==> config.mk <==
export PLATFORM = sky130hd
export DESIGN_NAME = joy_serial_tx_flat
export DESIGN_NICKNAME = d
export VERILOG_FILES = /design/src/rtl/joy_pkg.sv /design/src/rtl/joy_serial_tx_if.sv /design/src/rtl/joy_sync.sv /design/src/rtl/joy_serial_tx.sv /design/src/flat_wrapper.sv
export SDC_FILE = /design/constraint.sdc
export NUM_CORES = 1
export LEC_CHECK = 0
export BUFFER_PORTS_ARGS = -buffer_cell sky130_fd_sc_hd__buf_4
export CORE_MARGIN = 2
export CORE_UTILIZATION = 35
export DETAILED_ROUTE_END_ITERATION = 6
export PLACE_DENSITY = 0.56
export RECOVER_POWER = 100
export SKIP_CTS_REPAIR_TIMING = 1
export SYNTH_ARGS = -nofsm -noshare
export SYNTH_HDL_FRONTEND = slang
export SYNTH_HIERARCHICAL = 1
export SYNTH_SLANG_ARGS = --single-unit
==> constraint.sdc <==
create_clock -name clk12 -period 3.2 [get_ports clk12]
set_clock_uncertainty 0.2 [all_clocks]
set_input_delay 0.64 -clock clk12 [delete_from_list [all_inputs] [get_ports clk12]]
set_output_delay 0.64 -clock clk12 [all_outputs]
set_load 0.02 [all_outputs]
==> src/rtl/joy_pkg.sv <==
// Shared frame definition for the joystick serial link, used by transmitter and receiver.
package joy_pkg;

  localparam int JOY_FRAME_BITS = 24;
  localparam int JOY_BTN_W      = 12;

  // Slot i carries btn2 when SLOT_P2[i] is set, otherwise btn1, at bit SLOT_BIT[i].
  localparam logic [JOY_FRAME_BITS-1:0] SLOT_P2 = 24'h0F_FF00;

  localparam logic [3:0] SLOT_BIT [JOY_FRAME_BITS] = '{
    4'd8,  4'd6,  4'd5, 4'd4, 4'd3,  4'd2,  4'd1, 4'd0,
    4'd8,  4'd6,  4'd5, 4'd4, 4'd3,  4'd2,  4'd1, 4'd0,
    4'd10, 4'd11, 4'd9, 4'd7, 4'd10, 4'd11, 4'd9, 4'd7
  };

  typedef enum logic {
    ST_IDLE  = 1'b0,
    ST_SHIFT = 1'b1
  } joy_state_e;

  function automatic logic [JOY_FRAME_BITS-1:0] joy_build_frame(
    input logic [JOY_BTN_W-1:0] b1,
    input logic [JOY_BTN_W-1:0] b2
  );
    logic [JOY_FRAME_BITS-1:0] f;
    f = '1;
    for (int i = 0; i < JOY_FRAME_BITS; i++) begin
      f[i] = SLOT_P2[i] ? b2[SLOT_BIT[i]] : b1[SLOT_BIT[i]];
    end
    return f;
  endfunction

endpackage

==> src/rtl/joy_serial_tx_if.sv <==
// Reader-side joystick serial link: shift clock and load strobe in, serial data back.
interface joy_serial_tx_if;

  logic joy_clk_in;
  logic joy_load_in;
  logic joy_data_out;

  modport master (
    output joy_clk_in,
    output joy_load_in,
    input  joy_data_out
  );

  modport slave (
    input  joy_clk_in,
    input  joy_load_in,
    output joy_data_out
  );

endinterface

==> src/rtl/joy_sync.sv <==
// Single-bit flop-chain synchronizer into clk12; resets to RESET_VAL so idle-high lines stay quiet.
module joy_sync #(
  parameter int   STAGES    = 2,
  parameter logic RESET_VAL = 1'b1
) (
  input  logic clk12,
  input  logic rst_n,
  input  logic d,
  output logic q
);

  logic [STAGES-1:0] sync_q;

  always_ff @(posedge clk12 or negedge rst_n) begin
    if (!rst_n) begin
      sync_q <= {STAGES{RESET_VAL}};
    end else begin
      sync_q <= {sync_q[STAGES-2:0], d};
    end
  end

  assign q = sync_q[STAGES-1];

endmodule

==> src/rtl/joy_serial_tx.sv <==
// Joystick serial transmitter: snapshots both button vectors on a load edge and
// shifts one slot per reader clock edge back on joy_data_out.
//
//   state    | meaning
//   ST_IDLE  | pointer parked at FRAME_BITS, data held at 1, shift edges ignored
//   ST_SHIFT | pointer < FRAME_BITS, each shift edge advances one slot
module joy_serial_tx
  import joy_pkg::*;
#(
  parameter int FRAME_BITS   = JOY_FRAME_BITS,
  parameter int SYNC_STAGES  = 2,
  parameter int IDLE_TIMEOUT = 4096
) (
  input  logic                 clk12,
  input  logic                 rst_n,
  joy_serial_tx_if.slave       link,
  input  logic [JOY_BTN_W-1:0] btn1,
  input  logic [JOY_BTN_W-1:0] btn2,
  output logic                 frame_done,
  output logic                 frame_err,
  output logic                 link_idle
);

  localparam int PTR_W  = $clog2(FRAME_BITS + 1);
  localparam int IDLE_W = $clog2(IDLE_TIMEOUT + 1);
  localparam logic [PTR_W-1:0]  PTR_END  = PTR_W'(FRAME_BITS);
  localparam logic [IDLE_W-1:0] IDLE_END = IDLE_W'(IDLE_TIMEOUT);

  logic                 clk_s;
  logic                 clk_d;
  logic                 load_s;
  logic [JOY_BTN_W-1:0] btn1_s;
  logic [JOY_BTN_W-1:0] btn2_s;
  logic                 clk_rise;
  logic                 load_edge;
  logic                 shift_edge;

  joy_sync #(.STAGES(SYNC_STAGES), .RESET_VAL(1'b1)) u_sync_clk (
    .clk12 (clk12),
    .rst_n (rst_n),
    .d     (link.joy_clk_in),
    .q     (clk_s)
  );

  joy_sync #(.STAGES(SYNC_STAGES), .RESET_VAL(1'b1)) u_sync_load (
    .clk12 (clk12),
    .rst_n (rst_n),
    .d     (link.joy_load_in),
    .q     (load_s)
  );

  for (genvar i = 0; i < JOY_BTN_W; i++) begin : g_btn_sync
    joy_sync #(.STAGES(2), .RESET_VAL(1'b1)) u_sync_b1 (
      .clk12 (clk12),
      .rst_n (rst_n),
      .d     (btn1[i]),
      .q     (btn1_s[i])
    );
    joy_sync #(.STAGES(2), .RESET_VAL(1'b1)) u_sync_b2 (
      .clk12 (clk12),
      .rst_n (rst_n),
      .d     (btn2[i]),
      .q     (btn2_s[i])
    );
  end

  always_ff @(posedge clk12 or negedge rst_n) begin
    if (!rst_n) begin
      clk_d <= 1'b1;
    end else begin
      clk_d <= clk_s;
    end
  end

  assign clk_rise   = clk_s & ~clk_d;
  assign load_edge  = clk_rise & ~load_s;
  assign shift_edge = clk_rise &  load_s;

  joy_state_e                state_q, state_d;
  logic [PTR_W-1:0]          ptr_q, ptr_d;
  logic [JOY_FRAME_BITS-1:0] snap_q, snap_d;
  logic                      data_q, data_d;
  logic                      done_q, done_d;
  logic                      err_q, err_d;

  always_ff @(posedge clk12 or negedge rst_n) begin
    if (!rst_n) begin
      state_q <= ST_IDLE;
      ptr_q   <= PTR_END;
      snap_q  <= '1;
      data_q  <= 1'b1;
      done_q  <= 1'b0;
      err_q   <= 1'b0;
    end else begin
      state_q <= state_d;
      ptr_q   <= ptr_d;
      snap_q  <= snap_d;
      data_q  <= data_d;
      done_q  <= done_d;
      err_q   <= err_d;
    end
  end

  always_comb begin
    state_d = state_q;
    ptr_d   = ptr_q;
    snap_d  = snap_q;
    data_d  = data_q;
    done_d  = 1'b0;
    err_d   = 1'b0;
    if (load_edge) begin
      // A load with slot 0 already out is a clean re-sync, not an aborted frame.
      err_d   = (state_q == ST_SHIFT) && (ptr_q != '0);
      snap_d  = joy_build_frame(btn1_s, btn2_s);
      ptr_d   = '0;
      data_d  = snap_d[0];
      state_d = ST_SHIFT;
    end else if (shift_edge && (state_q == ST_SHIFT)) begin
      ptr_d = ptr_q + 1'b1;
      if ((ptr_d == PTR_END) || (int'(ptr_d) >= JOY_FRAME_BITS)) begin
        data_d = 1'b1;
      end else begin
        data_d = snap_q[ptr_d];
      end
      if (ptr_d == PTR_END) begin
        state_d = ST_IDLE;
        done_d  = 1'b1;
      end
    end
  end

  logic [IDLE_W-1:0] idle_cnt_q;

  always_ff @(posedge clk12 or negedge rst_n) begin
    if (!rst_n) begin
      idle_cnt_q <= '0;
    end else if (clk_rise) begin
      idle_cnt_q <= '0;
    end else if (idle_cnt_q != IDLE_END) begin
      idle_cnt_q <= idle_cnt_q + 1'b1;
    end
  end

  assign link_idle         = (idle_cnt_q == IDLE_END);
  assign link.joy_data_out = data_q;
  assign frame_done        = done_q;
  assign frame_err         = err_q;

endmodule
==> src/flat_wrapper.sv <==
// flat-port wrapper written by rule: the top's interface ports become plain ports
module joy_serial_tx_flat import joy_pkg::*;
#(
  parameter int FRAME_BITS   = JOY_FRAME_BITS,
  parameter int SYNC_STAGES  = 2,
  parameter int IDLE_TIMEOUT = 4096
)
  (clk12, rst_n, btn1, btn2, frame_done, frame_err, link_idle, link_joy_clk_in, link_joy_load_in, link_joy_data_out);
  joy_serial_tx_if link_i ();
  input  logic clk12;
  input  logic rst_n;
  input  logic [JOY_BTN_W-1:0] btn1;
  input  logic [JOY_BTN_W-1:0] btn2;
  output logic frame_done;
  output logic frame_err;
  output logic link_idle;
  input wire logic [$bits(link_i.joy_clk_in)-1:0] link_joy_clk_in;
  input wire logic [$bits(link_i.joy_load_in)-1:0] link_joy_load_in;
  output wire logic [$bits(link_i.joy_data_out)-1:0] link_joy_data_out;
  assign link_i.joy_clk_in = link_joy_clk_in;
  assign link_i.joy_load_in = link_joy_load_in;
  assign link_joy_data_out = link_i.joy_data_out;
  joy_serial_tx #(.FRAME_BITS(FRAME_BITS), .SYNC_STAGES(SYNC_STAGES), .IDLE_TIMEOUT(IDLE_TIMEOUT)) u_core (.clk12(clk12), .rst_n(rst_n), .link(link_i), .btn1(btn1), .btn2(btn2), .frame_done(frame_done), .frame_err(frame_err), .link_idle(link_idle));
endmodule
==> impl_metrics.ini, run 1 <==
[outcome]
outcome = complete, but fails checks
violations = capacitance limit, slew limit

[sta]
rsz0062_at_grt = false
setup_slack_ns = 0.583
min_period_over_period_pct = 81.8
fmax_mhz = 382
period_minus_slack_ns = 2.62
max-slew-margin-rel_pct = -37.3
tightest_slew_ns = 2.06
hold_viol = 0
tns_ns = 0
slew_violations = 41
setup_viol = 0

[cts]
cts_sinks = 99
cts_buffer_depth = 2
clk_latency_ns = 0.36
cts_max_level = 3
clk_pin_slew_ns = 0.09
cts-root-buf = clkbuf_8
numCtsBuffers = 9
cts_tree = yes

[worst_setup_path]
r2r_cells = 4
crit_chain = nand2b_1 -> nor2_2 -> clkbuf_1 -> mux2_2
path_max_fanout = 26
start_kind = flip-flop
worstReg2RegEnd = u_core/snap_q[21]
reg2reg_slack_ns = 0.58
timing.critical_path.buf_inv = 1
arrival_ns = 2.71
criticalPathCategory = flip-flop to flip-flop
cp-end-kind = flip-flop
critPathLaunch = u_core/u_sync_clk/sync_q[1]
r2r-start = u_core/u_sync_clk/sync_q[1]
critPathMaxStageDelay_ns = 1.02
critPathRequiredTime_ns = 3.29
cp_top_family = buffers and inverters
slowest_stage = clkbuf_1

[floorplan]
die_width_um = 108
initial_core_util_pct = 36.4
dieArea_mm2 = 0.0117
rows = 37
die_h_um = 108
fp.coreArea_mm2 = 0.0104
ios = 32

[routing]
routed_wl_um = 5850
first_pass_iters = 4
drc = 0
met3_length_um = 252
routed.top_layer = met4
wl_met1_um = 2760
dr_wl_met2_um = 2670
wl_per_cell_um = 13.1
vias = 2097
viasPerCell = 4.70
drtIter0Drc = 108
ant_nets = 0

[synth]
yosysTopAreaCellShare_pct = 55.5
netlist_area_mm2 = 0.00379
syn_inst = 274
avgSynthCellArea_um2 = 13.8
yosysTopAreaCell = dfstp_2
synth.ff_latch_count = 99
synth.area.top_cells = dfstp_2, dfrtp_1, mux2_2
yosysWarnings = 6
synth_nets = 306
ys_types = 36
yosysSeqAreaShare_pct = 68.0

[placed_design]
placed_cell_area_mm2 = 0.00416
dp_hpwl_um = 3800
gp_congestion = 0.775
port_buffers = 31
dp_slack_ns = 0.847

[pwr]
leakage_nw = 1.77
p_int_mw = 1.97
swShare_pct = 28.0
total_power_mw = 2.73
clkPwrFrac_pct = 26.4
ir_drop_mv = 0.336
pwr-share-seq_pct = 57.6
p_switching_uw = 766
power.density_mw_per_mm2 = 635
pwr-share-comb_pct = 16.0

[hold_path]
min_to = u_core/g_btn_sync[11].u_sync_b1/sync_q[1]
hold_path_class = flip-flop to flip-flop
min_path_cells = 0
hp-start = u_core/g_btn_sync[11].u_sync_b1/sync_q[0]

[finish]
postLayoutCellArea_mm2 = 0.00431
fin_nets = 338
drive_above_1_share_pct = 47.1
antenna_cells = 0
final_util_pct = 41.3
area_delta_synth_final_pct = 13.7

[grt]
grt_max_degree = 60
antenna_found_initial = 0
grtUsageTotal_pct = 11.4
overflow = 0
first_global_vias = 2061
grt_pass1_wl_um = 9970

[flow_run]
max_cap_viol_count = 1
==> cell usage in the layout, fill, tap and decap left out, drive strengths merged, types with 5 or more instances in the layout <==
| master | instances |
|---|---|
| dfrtp | 19 |
| mux2 | 25 |
| and3 | 10 |
| clkbuf | 42 |
| a31oi | 7 |
| xor2 | 9 |
| nor2b | 5 |
| xnor2 | 5 |
| a2111oi | 6 |
| o21ai | 9 |
| inv | 10 |
| nand2 | 11 |
| nor2 | 19 |
| a21oi | 5 |
| nand3 | 9 |
| dfstp | 80 |
| mux2i | 7 |
==> power groups by stage <==
stage | logic (mW) | registers [mW] | clock network (mW)
after global placement | 0.437 | 1.60 | 0
after CTS | 0.451 | 1.58 | 0.761
after global routing | 0.495 | 1.60 | 0.810
final | 0.438 | 1.58 | 0.721
after floorplan | 0.357 | 1.54 | 0
after detailed placement | 0.447 | 1.60 | 0
==> synthesized netlist by cell type (all sizes together) <==
| library cell | n |
|---|---|
| nand3 | 9 |
| ha | 4 |
| buf | 7 |
| and4 | 1 |
| a2111oi | 6 |
| inv | 6 |
| nand2 | 11 |
| nor2b | 5 |
| o21bai | 1 |
| xnor2 | 5 |
| and3 | 10 |
| a21o | 1 |
| and2b | 2 |
| nor4 | 2 |
| o31ai | 1 |
| xor2 | 9 |
| dfrtp | 19 |
| nand3b | 2 |
| a22o | 2 |
| nor4b | 2 |
| a21oi | 5 |
| a22oi | 2 |
| dfstp | 80 |
| nor3 | 2 |
| mux2 | 25 |
| clkbuf | 7 |
| nor2 | 19 |
| nand4 | 1 |
| nand2b | 4 |
| o21ai | 9 |
| a31oi | 7 |
| mux2i | 7 |
| o22ai | 1 |
==> worst reg2reg max path, stage by stage (launching register included) <==
cell	delay, ns
dfstp_1	0.55
nand2b_1	0.19
nor2_2	0.14
clkbuf_1	1.02
mux2_2	0.45
==> stage by stage <==
step           hold slack [ns]  cells
4_1_cts                 0.0188    446
3_5_place_dp             0.147    431
3_3_place_gp             0.146    431
2_1_floorplan            0.144    274
6_report                 0.158    446
5_1_grt                  0.142    446
==> layout make-up <==
type	count	area [µm²]
sequential	99	2580
clock buffer	9	124
fill	980	6110
tap	136	170
multi-input combinational	155	1120
timing repair buffer	35	249
clock inverter	6	47.5
inverter	6	22.5
==> metal layers <==
metal	vias to the layer above	track usage, %
met3	14	3.19
met1	1035	15.0
met4	0	7.42
met5	-	0
met2	40	16.4
li1	1008	-
==> state kept, by name (all words and copies together), names as in the netlist <==
name                                count
u_core/g_btn_sync.u_sync_b1/sync_q     24
u_core/link.joy_data_out                1
u_core/state_q                          1
u_core/g_btn_sync.u_sync_b2/sync_q     24
u_core/ptr_q                            5
u_core/clk_d                            1
u_core/frame_err                        1
u_core/frame_done                       1
u_core/idle_cnt_q                      13
u_core/u_sync_clk/sync_q                2
u_core/snap_q                          24
u_core/u_sync_load/sync_q               2
==> cell families after synthesis <==
family                   count (synthesis)  share of synthesized area (%)
flip-flops                              99                           68.0
AND/OR/NAND/NOR                         70                           9.61
AO/OA/AOI/OAI                           35                           6.01
multiplexers                            32                           9.28
buffers and inverters                   20                           2.51
XOR/XNOR                                14                           3.24
adder cells (fa/ha/maj)                  4                           1.32
==> worst max path at each step <==
| stage | endpoint | slack [ns] | cells after the start |
|---|---|---|---|
| final | u_core/snap_q[21] | 0.58 | 4 |
| after global routing | u_core/snap_q[20] | 0.33 | 4 |
| after CTS | link_idle | 0.66 | 6 |
| after detailed placement | u_core/link.joy_data_out | 0.85 | 6 |
| after global placement | u_core/link.joy_data_out | 1.02 | 6 |
| after floorplan | u_core/link.joy_data_out | 0.97 | 9 |
No activity file was read; power rests on OpenSTA's default activity.
==> run 2: changes to the inputs <==
ABC_AREA = 1   (was unset)
clock period = 2.7 ns   (was 3.2 ns; I/O delays follow)
==> run 2 against run 1 <==
Against the previous run:
- the flow now finishes without violations
- synthesized cell count is 27% higher
- register-to-register slack worse by 0.11 ns
- critical path depth rose by 1
- synthesized area decreased by 0.69%
- cell count rose by 18%
- power increased by 20%
- sequential cell count did not move
- combinational power rose by 2%
- core utilization grew 0.64 points
- sequential power is 11% higher
- worst setup slack worse by 0.24 ns
- critical path type is now flip-flop to output port
==> impl_metrics.ini, run 2 <==
[outcome]
outcome = finished clean

[pwr]
pwr-share-comb_pct = 13.7
swShare_pct = 27.0
total_power_mw = 3.28
clkPwrFrac_pct = 32.8
p_int_mw = 2.40
ir_drop_mv = 0.312
p_switching_uw = 887
power.density_mw_per_mm2 = 754
pwr-share-seq_pct = 53.6
leakage_nw = 1.92

[sta]
whs_ns = 0.0592
hold_viol = 0
period_minus_slack_ns = 2.35
setup_viol = 0
tightest_slew_ns = 1.09
max-slew-margin-rel_pct = 27.0
rsz0062_at_grt = false
tns_ns = 0
slew_violations = 0
min_period_over_period_pct = 87.2
fmax_mhz = 425

[synth]
yosysTopAreaCellShare_pct = 55.9
yosysTopAreaCell = dfstp_2
synth.area.top_cells = dfstp_2, dfrtp_1, nand2_1
yosysWarnings = 6
ys.flop_type = dfstp_2
avgSynthCellArea_um2 = 10.8
yosysSeqAreaShare_pct = 68.5
synth.most_common_cell = nand2_1
synth.ff_latch_count = 99
netlist_area_mm2 = 0.00376
synthTopCellsByCount = nand2_1, dfstp_2, inv_1
async_flop_share_pct = 100
syn_inst = 349
synth_edf_count = 0
ys_types = 31
synth_nets = 381

[cts]
cts_max_level = 3
cts_tree = yes
clk_latency_ns = 0.38
cts_buffer_depth = 2
cts-root-buf = clkbuf_8
numCtsBuffers = 9
clk_pin_slew_ns = 0.10
cts_sinks = 99

[finish]
multi_input_area_um2 = 945
largestRegisters = u_core/g_btn_sync.u_sync_b1/sync_q: 24 flops, u_core/g_btn_sync.u_sync_b2/sync_q: 24 flops, u_core/snap_q: 24 flops
seq_area_mm2 = 0.00258
final_util_pct = 42.0
postLayoutCellArea_mm2 = 0.00435
drive_above_1_share_pct = 35.5
antenna_cells = 0
fin_nets = 418
fillCellCount = 1036
area_delta_synth_final_pct = 15.7
final_common_cell = nand2_1
layout_common_cells = nand2_1, dfstp_2, inv_1

[floorplan]
die_h_um = 108
initial_core_util_pct = 36.3
rows = 37
dieArea_mm2 = 0.0116
ios = 32
fp.coreArea_mm2 = 0.0104
die_width_um = 108

[routing]
viasPerCell = 4.43
drc = 0
drtIter0Drc = 156
routed_wl_um = 6280
first_pass_iters = 4
vias = 2337
wl_per_cell_um = 11.9
ant_nets = 0

[placed_design]
gp_congestion = 0.830
placed_cell_area_mm2 = 0.00416
dp_hpwl_um = 4250
port_buffers = 31

[worst_setup_path]
criticalPathCategory = flip-flop to output port
critPathMaxStageDelay_ns = 0.43
cp-end-kind = output port
critPathRequiredTime_ns = 1.96
path_max_fanout = 5
timing.critical_path.buf_inv = 2
slowest_stage = dfrtp_1
start_kind = flip-flop
crit_chain = inv_1 -> ha_1 -> nand4_1 -> nor3_2 -> buf_4
cp_top_family = flip-flops
arrival_ns = 1.61

[grt]
overflow = 0
grtUsageTotal_pct = 12.7
grt_max_degree = 49
antenna_found_initial = 0
grt_pass1_wl_um = 11300
first_global_vias = 2390

[hold_path]
hold_path_class = input port to flip-flop

[flow_run]
max_cap_viol_count = 0
==> run 2: cell types whose count changed in the layout (fill, tap and decap cells not counted), moves of 7 or more <==
cell,delta
nand2_1,+71
inv_1,+41
mux2_2,-25
o21ai_0,+19
nand3_1,+18
and3_1,-10
xor2_1,-8
mux2i_1,-7
==> run 2: power groups by stage <==
stage | clock (mW) | combinational [mW] | sequential, mW
floorplan | 0 | 0.317 | 1.77
global placement | 0 | 0.455 | 1.78
detailed placement | 0 | 0.459 | 1.79
CTS | 1.12 | 0.461 | 1.76
global route | 1.17 | 0.530 | 1.78
finish | 1.08 | 0.448 | 1.76
==> run 2: final timing paths <==
check / start / cells after the start / to / slack, ns
max: u_core/idle_cnt_q[0] / 5 / link_idle / 0.35
min: btn2[9] / 1 / u_core/g_btn_sync[9].u_sync_b2/sync_q[0] / 0.06
max reg2reg: u_core/clk_d / 5 / u_core/ptr_q[4] / 0.47
min reg2reg: u_core/g_btn_sync[11].u_sync_b2/sync_q[0] / 0 / u_core/g_btn_sync[11].u_sync_b2/sync_q[1] / 0.15
max in group asynchronous: rst_n / 2 / u_core/idle_cnt_q[1] / 0.62
min in group asynchronous: rst_n / 1 / u_core/snap_q[22] / 0.52
==> run 2: layout make-up <==
type                       instances  area share [%]
multi-input combinational        192            21.7
clock inverter                     7            2.47
inverter                          49            4.22
tap                              136            3.91
timing repair buffer              35            5.66
sequential                        99            59.2
clock buffer                       9            2.84
==> run 2: worst register-to-register path, cell delays in order (launching register included) <==
cell     delay [ns]
dfstp_2        0.52
or2_0          0.59
nor2_1         0.21
nor2_1         0.32
inv_1          0.15
o21ai_0        0.18
==> run 2: kinds of logic (layout without fill, tap and decap cells) <==
logic type	after synthesis	in the layout	share of synthesized area [%]
compound gates	44	44	6.22
xor+xnor	2	2	0.466
fa+ha+maj	4	4	1.33
buf+inv	58	100	6.29
flops	99	99	68.5
simple gates	142	142	17.2
==> run 2: per-stage QoR <==
step	cells	setup slack [ns]
2_1_floorplan	349	0.800
3_3_place_gp	511	0.644
3_5_place_dp	511	0.592
4_1_cts	527	0.323
5_1_grt	527	0.167
6_report	527	0.347
==> run 2: routing by layer <==
layer  global-route usage [%]  up-vias  share of wire [%]  wire length (µm)
li1                         -     1171                  -                 -
met1                     17.8     1104                 49              3050
met2                     17.6       45                 44              2780
met3                     3.69       17                4.5               280
met4                     7.05        0                2.8               174
met5                        0        -                  0                 0
